<file path="src/rtl/vga_timing_gen.sv">
// ----------------------------------------------------------------------------
// vga_timing_gen
//
// Pixel-timing master for the VGA path. Free-running horizontal and vertical
// counters produce DrawX/DrawY/blank for the sprite/background renderer. The
// renderer's RGB comes back PIPE_DLY cycles later. That RGB is blanked and
// registered toward the DAC. hs/vs are delayed by the same amount so that the
// sync pulses line up with the pixels they belong to. A one-cycle frame_start
// pulse and a wrapping frame_count pace the game logic, such as snake motion
// and obstacle respawn.
//
// Ports
//   Clk          in   1   pixel clock; also feeds the renderer
//   reset        in   1   synchronous, active-high
//   red_in       in   4   renderer red, valid PIPE_DLY cycles after DrawX/DrawY
//   green_in     in   4   renderer green
//   blue_in      in   4   renderer blue
//   DrawX        out  10  horizontal count, 0..H_TOTAL-1
//   DrawY        out  10  vertical count, 0..V_TOTAL-1
//   blank        out  1   1 = visible pixel, 0 = blanking (combinational)
//   hs           out  1   horizontal sync, aligned with vga_*
//   vs           out  1   vertical sync, aligned with vga_*
//   vga_r/g/b    out  4   blanked colour to the DAC
//   frame_start  out  1   one-cycle pulse at the start of vertical blanking
//   frame_count  out  16  frames completed, wraps
// ----------------------------------------------------------------------------
module vga_timing_gen #(
    parameter int H_VISIBLE = 640,
    parameter int H_FP      = 16,
    parameter int H_SYNC    = 96,
    parameter int H_BP      = 48,
    parameter int V_VISIBLE = 480,
    parameter int V_FP      = 10,
    parameter int V_SYNC    = 2,
    parameter int V_BP      = 33,
    parameter bit SYNC_POL  = 1'b0,
    parameter int PIPE_DLY  = 1
) (
    input  logic        Clk,
    input  logic        reset,
    input  logic [3:0]  red_in,
    input  logic [3:0]  green_in,
    input  logic [3:0]  blue_in,
    output logic [9:0]  DrawX,
    output logic [9:0]  DrawY,
    output logic        blank,
    output logic        hs,
    output logic        vs,
    output logic [3:0]  vga_r,
    output logic [3:0]  vga_g,
    output logic [3:0]  vga_b,
    output logic        frame_start,
    output logic [15:0] frame_count
);

    // Both totals must fit the 10-bit counters, so each must be <= 1024.
    localparam int H_TOTAL = H_VISIBLE + H_FP + H_SYNC + H_BP;
    localparam int V_TOTAL = V_VISIBLE + V_FP + V_SYNC + V_BP;

    localparam int HS_START = H_VISIBLE + H_FP;
    localparam int HS_END   = H_VISIBLE + H_FP + H_SYNC;
    localparam int VS_START = V_VISIBLE + V_FP;
    localparam int VS_END   = V_VISIBLE + V_FP + V_SYNC;

    localparam logic [9:0] H_MAX = 10'(H_TOTAL - 1);
    localparam logic [9:0] V_MAX = 10'(V_TOTAL - 1);

    localparam logic SYNC_ON  = SYNC_POL;
    localparam logic SYNC_OFF = ~SYNC_POL;

    // Pipeline word is {hs, vs, blank}. The idle word is syncs off and not visible.
    localparam logic [2:0] PIPE_IDLE = {SYNC_OFF, SYNC_OFF, 1'b0};

    logic [9:0] h_count;
    logic [9:0] v_count;
    int         h_pos;
    int         v_pos;
    logic       hs_raw;
    logic       vs_raw;
    logic       frame_edge;
    logic [2:0] pipe [PIPE_DLY];
    logic [2:0] pipe_out;

    // Free-running raster counters. The line counter advances only when the
    // pixel counter wraps.
    always_ff @(posedge Clk) begin
        if (reset) begin
            h_count <= '0;
            v_count <= '0;
        end else if (h_count == H_MAX) begin
            h_count <= '0;
            v_count <= (v_count == V_MAX) ? 10'd0 : v_count + 10'd1;
        end else begin
            h_count <= h_count + 10'd1;
        end
    end

    assign DrawX = h_count;
    assign DrawY = v_count;

    // The decodes compare as signed ints. Degenerate parameter sets, such as a
    // zero-line visible area, then produce no constant unsigned comparisons.
    always_comb begin
        h_pos      = int'(h_count);
        v_pos      = int'(v_count);
        blank      = (h_pos < H_VISIBLE) && (v_pos < V_VISIBLE);
        hs_raw     = (h_pos >= HS_START && h_pos < HS_END) ? SYNC_ON : SYNC_OFF;
        vs_raw     = (v_pos >= VS_START && v_pos < VS_END) ? SYNC_ON : SYNC_OFF;
        frame_edge = (h_count == 10'd0) && (v_pos == V_VISIBLE);
    end

    // Delay line matching the renderer latency. On reset it is flushed with
    // idle words, so no sync fragment leaks out when reset is entered or left.
    always_ff @(posedge Clk) begin
        if (reset) begin
            for (int i = 0; i < PIPE_DLY; i++) begin
                pipe[i] <= PIPE_IDLE;
            end
        end else begin
            pipe[0] <= {hs_raw, vs_raw, blank};
            for (int i = 1; i < PIPE_DLY; i++) begin
                pipe[i] <= pipe[i-1];
            end
        end
    end

    assign pipe_out = pipe[PIPE_DLY-1];

    // Output stage. At this point the delayed blank lines up with the
    // renderer colour that belongs to the same pixel.
    always_ff @(posedge Clk) begin
        if (reset) begin
            hs    <= SYNC_OFF;
            vs    <= SYNC_OFF;
            vga_r <= '0;
            vga_g <= '0;
            vga_b <= '0;
        end else begin
            hs    <= pipe_out[2];
            vs    <= pipe_out[1];
            vga_r <= pipe_out[0] ? red_in   : 4'd0;
            vga_g <= pipe_out[0] ? green_in : 4'd0;
            vga_b <= pipe_out[0] ? blue_in  : 4'd0;
        end
    end

    // Frame pacing. The pulse and the count update on the edge after the
    // raster enters the first line of vertical blanking.
    always_ff @(posedge Clk) begin
        if (reset) begin
            frame_start <= 1'b0;
            frame_count <= '0;
        end else begin
            frame_start <= frame_edge;
            if (frame_edge) begin
                frame_count <= frame_count + 16'd1;
            end
        end
    end

endmodule

</file>
<file path="config.mk">
export PLATFORM = sky130hd
export DESIGN_NAME = vga_timing_gen
export DESIGN_NICKNAME = d
export VERILOG_FILES = /design/src/rtl/vga_timing_gen.sv
export SDC_FILE = /design/constraint.sdc
export NUM_CORES = 1
export LEC_CHECK = 0
export CORE_MARGIN = 4
export CORE_UTILIZATION = 47
export CTS_CLUSTER_SIZE = 28
export DETAILED_ROUTE_END_ITERATION = 8
export PLACE_DENSITY = 0.87
export SLEW_MARGIN = 30
export SYNTH_ARGS = -nofsm -noshare
export SYNTH_HDL_FRONTEND = slang
export SYNTH_SLANG_ARGS = --single-unit
export TNS_END_PERCENT = 20
</file>
<file path="constraint.sdc">
create_clock -name Clk -period 2.5 [get_ports Clk]
set_input_delay 0.375 -clock Clk [delete_from_list [all_inputs] [get_ports Clk]]
set_output_delay 0.375 -clock Clk [all_outputs]
set_load 0.02 [all_outputs]
</file>
==> Implementation_results.wiki <==
{| class="wikitable"
! Metric !! Value
|-
| Result of the run || complete, no violations
|-
| CTS clock-pin slew for the worst setup and hold paths || approximately 0.09 ns
|-
| Global-route wire length before repair || between 8000 and 9000 um
|-
| Number of clock buffers inserted by TritonCTS || 5
|-
| Max VDD drop || 0.000310 V
|-
| Unrepaired setup endpoints after global routing || no
|-
| Element type at the critical path end || output port
|-
| Last weighted congestion value of the routability-driven placer || 0.853
|-
| Top flip-flop cell by instance count after synthesis || dfxtp_1
|-
| Setup_tns || 0 ns
|-
| Final worst path period need || 2.14 ns
|-
| Origin of the worst min-delay path || pipe[0][1]$_SDFF_PP1_
|-
| Detail-routed net length per standard cell || ~13 um
|-
| Synth async-reset ratio || 0
|-
| Static Leakage || about 1.1 nW
|-
| Iter 0 DRT Violations || a little over 100
|-
| Final nets || around 330
|-
| Overall fraction of global-route tracks in use || 0.170
|-
| Mean post-synth cell area || just over 9 um2
|-
| Number of top-level pins || between 60 and 70
|-
| Number of enable flip-flop cells after synthesis || 0
|-
| Synth cell types || 33
|-
| Post-CTS Setup Repair Bufs || 0
|-
| Area added between synthesis and finish || 36.3%
|-
| Most common cell after layout, fill and taps aside || clkdlybuf4s50_1
|-
| Headroom to the max-slew limit || 0.636
|-
| Worst Hold Class || reg -> reg
|-
| Number of global-route vias before repair || 1778
|-
| Highest clock frequency the design can meet || about 470 MHz
|-
| Clock latency of the later-clocked register in the worst-skew pair || 0.31 ns
|-
| Post-Route Hold Slack || 0.420 ns
|-
| Final hold vios || 0
|-
| Highest-count cells in the layout ignoring fill and taps || clkdlybuf4s50_1 (65), dfxtp_1 (54), nor2_1 (32)
|-
| Die boundary width || around 77 um
|-
| Worst clock skew || around 0.0033 ns
|-
| TritonCTS clock tree || built
|-
| Number of synthesis warnings || 0
|-
| Cell Area, Synth || 2230 um2
|-
| Worst Tran Pin Value || between 0.5 and 0.6 ns
|-
| Vias post-DR || 1911
|-
| Synthesized net count || between 200 and 300
|-
| Post-detailed-route count of antenna-violating nets || 0
|-
| PD cells || a little over 500 nW/um2
|-
| Number of iterations in the first detailed-routing pass || 4
|-
| Count of port buffers added during placement || 65
|-
| Die ar. || 5910 um2
|-
| Hold-fix buffer count after cts || 0
|-
| Setup-failing EPs final || 0
|-
| Number of max-slew violations in the final report || 0
|-
| Arrival time of the worst setup path || roughly 1.8 ns
|-
| Maximum capacitance violations || 0
|-
| Final period utilization || 0.857
|-
| Share of final-layout standard cells stronger than drive strength 1 || 0.0617
|-
| Effective utilization at floorplan || 0.498
|-
| Die boundary height || 76.9 um
|-
| Crit path required time || approximately 2.1 ns
|-
| Gates resized, CTS repair || 0
|-
| Antenna violations before repair || 0
|-
| Vias per std cell || roughly 5.3
|-
| Count of mapped cells out of synthesis || between 200 and 250
|-
| Synthesis-stage register bit count || between 50 and 60
|-
| Core footprint || 4470 um2
|-
| Remaining global-route overflow || 0
|-
| Routed wire length || a little under 5000 um
|-
| CTS Root Buffer Type || clkbuf_8
|-
| Launching element type of the critical path || register
|-
| Start-to-end type of the worst setup path || reg -> out
|-
| Cell Rows || 24
|-
| Longest Clk Path Bufs || 2
|-
| Setup crit start || DrawY[7]$_SDFFE_PP0N_
|-
| Diodes inserted || 0
|-
| Clock H-tree levels || 2
|-
| Startpoint of the worst-slack reg-to-reg timing path || DrawX[5]$_SDFF_PP0_
|-
| Max FO, Critical Path || 5
|-
| Largest net degree at the start of global routing || 17
|-
| Share of the yosys chip area belonging to registers || 0.485
|-
| Clk sink count || 54
|-
| DRC errors left || 0
|-
| Placed wire-length estimate after detailed placement || around 3500 um
|}
[path summary, 6_finish.rpt]
kind,slack [ns],cells past startpoint,endpoint
setup reg to reg,0.45,5,frame_count[15]$_SDFFE_PP0P_
setup / recovery,0.36,3,blank
hold reg to reg,0.42,1,vs$_SDFF_PP1_
hold / removal,0.42,1,vs$_SDFF_PP1_
[cells in the mapped netlist, drive strengths merged (2+ instances only)]
master / instances / area (um2)
xnor2: 15 / 131
and2: 12 / 75.1
xor2: 14 / 123
nor3: 17 / 85.1
mux2i: 2 / 20.0
and3: 6 / 37.5
nor2b: 3 / 18.8
nor4: 9 / 56.3
nand2: 10 / 37.5
or2: 3 / 18.8
clkbuf: 11 / 41.3
ha: 5 / 62.6
and4bb: 2 / 25.0
dfxtp: 54 / 1080
nor2: 32 / 120
and4: 4 / 36.3
nand4: 13 / 87.6
inv: 7 / 26.3
nand3: 13 / 65.1
[layout make-up]
| type | instances | area (um2) |
|---|---|---|
| fill | 356 | 1440 |
| sequential | 54 | 1080 |
| multi-input combinational | 170 | 1080 |
| timing repair buffer | 69 | 681 |
| clock buffer | 5 | 68.8 |
| tap | 52 | 65.1 |
| clock inverter | 3 | 40.0 |
| inverter | 7 | 26.3 |
[report_power, final]
group	internal (W)	switching [W]	total, W
Sequential	0.000872	0.00000829	0.000881
Combinational	0.0000509	0.0000451	0.0000960
Clock	0.000295	0.000280	0.000575
[cell families (layout without fill, tap and decap cells)]
kind of cell | after synthesis | after routing | share of synthesized area
simple gates | 128 | 128 | 0.311
xor+xnor | 29 | 29 | 0.114
flops | 54 | 54 | 0.485
compound gates | 5 | 5 | 0.0157
fa+ha+maj | 5 | 5 | 0.0281
mux | 3 | 3 | 0.0140
buf+inv | 19 | 84 | 0.0325
[state kept, by name, summed over array words and instances (netlist names)]
name	flops
hs	1
vs	1
DrawX	10
frame_count	16
frame_start	1
pipe	3
vga_g	4
vga_r	4
vga_b	4
DrawY	10
[through the flow]
step / util / total power (W) / setup WS [ns] / cells / instance area (um2)
2_1_floorplan: - / 0.000946 / 0.403 / 243 / 2230
3_3_place_gp: 0.655 / 0.000995 / 0.568 / 352 / 2930
3_5_place_dp: 0.655 / 0.000997 / 0.480 / 352 / 2930
4_1_cts: 0.679 / 0.00156 / 0.334 / 360 / 3040
5_1_grt: 0.679 / 0.00160 / 0.252 / 360 / 3040
6_report: 0.679 / 0.00155 / 0.357 / 360 / 3040
[per-layer routing]
layer	track usage	vias up	wire, um
li1	-	962	-
met1	0.217	868	2180
met2	0.274	74	2270
met3	0.0468	7	307
met4	0.0616	0	73
met5	0	-	0
[critical path: stages (launching register included)]
cell             delay [ns]
dfxtp_1                0.36
and4_2                 0.28
nor3_1                 0.19
clkdlybuf4s50_1        0.64
Note: power is estimated with default switching activity, not from simulation.
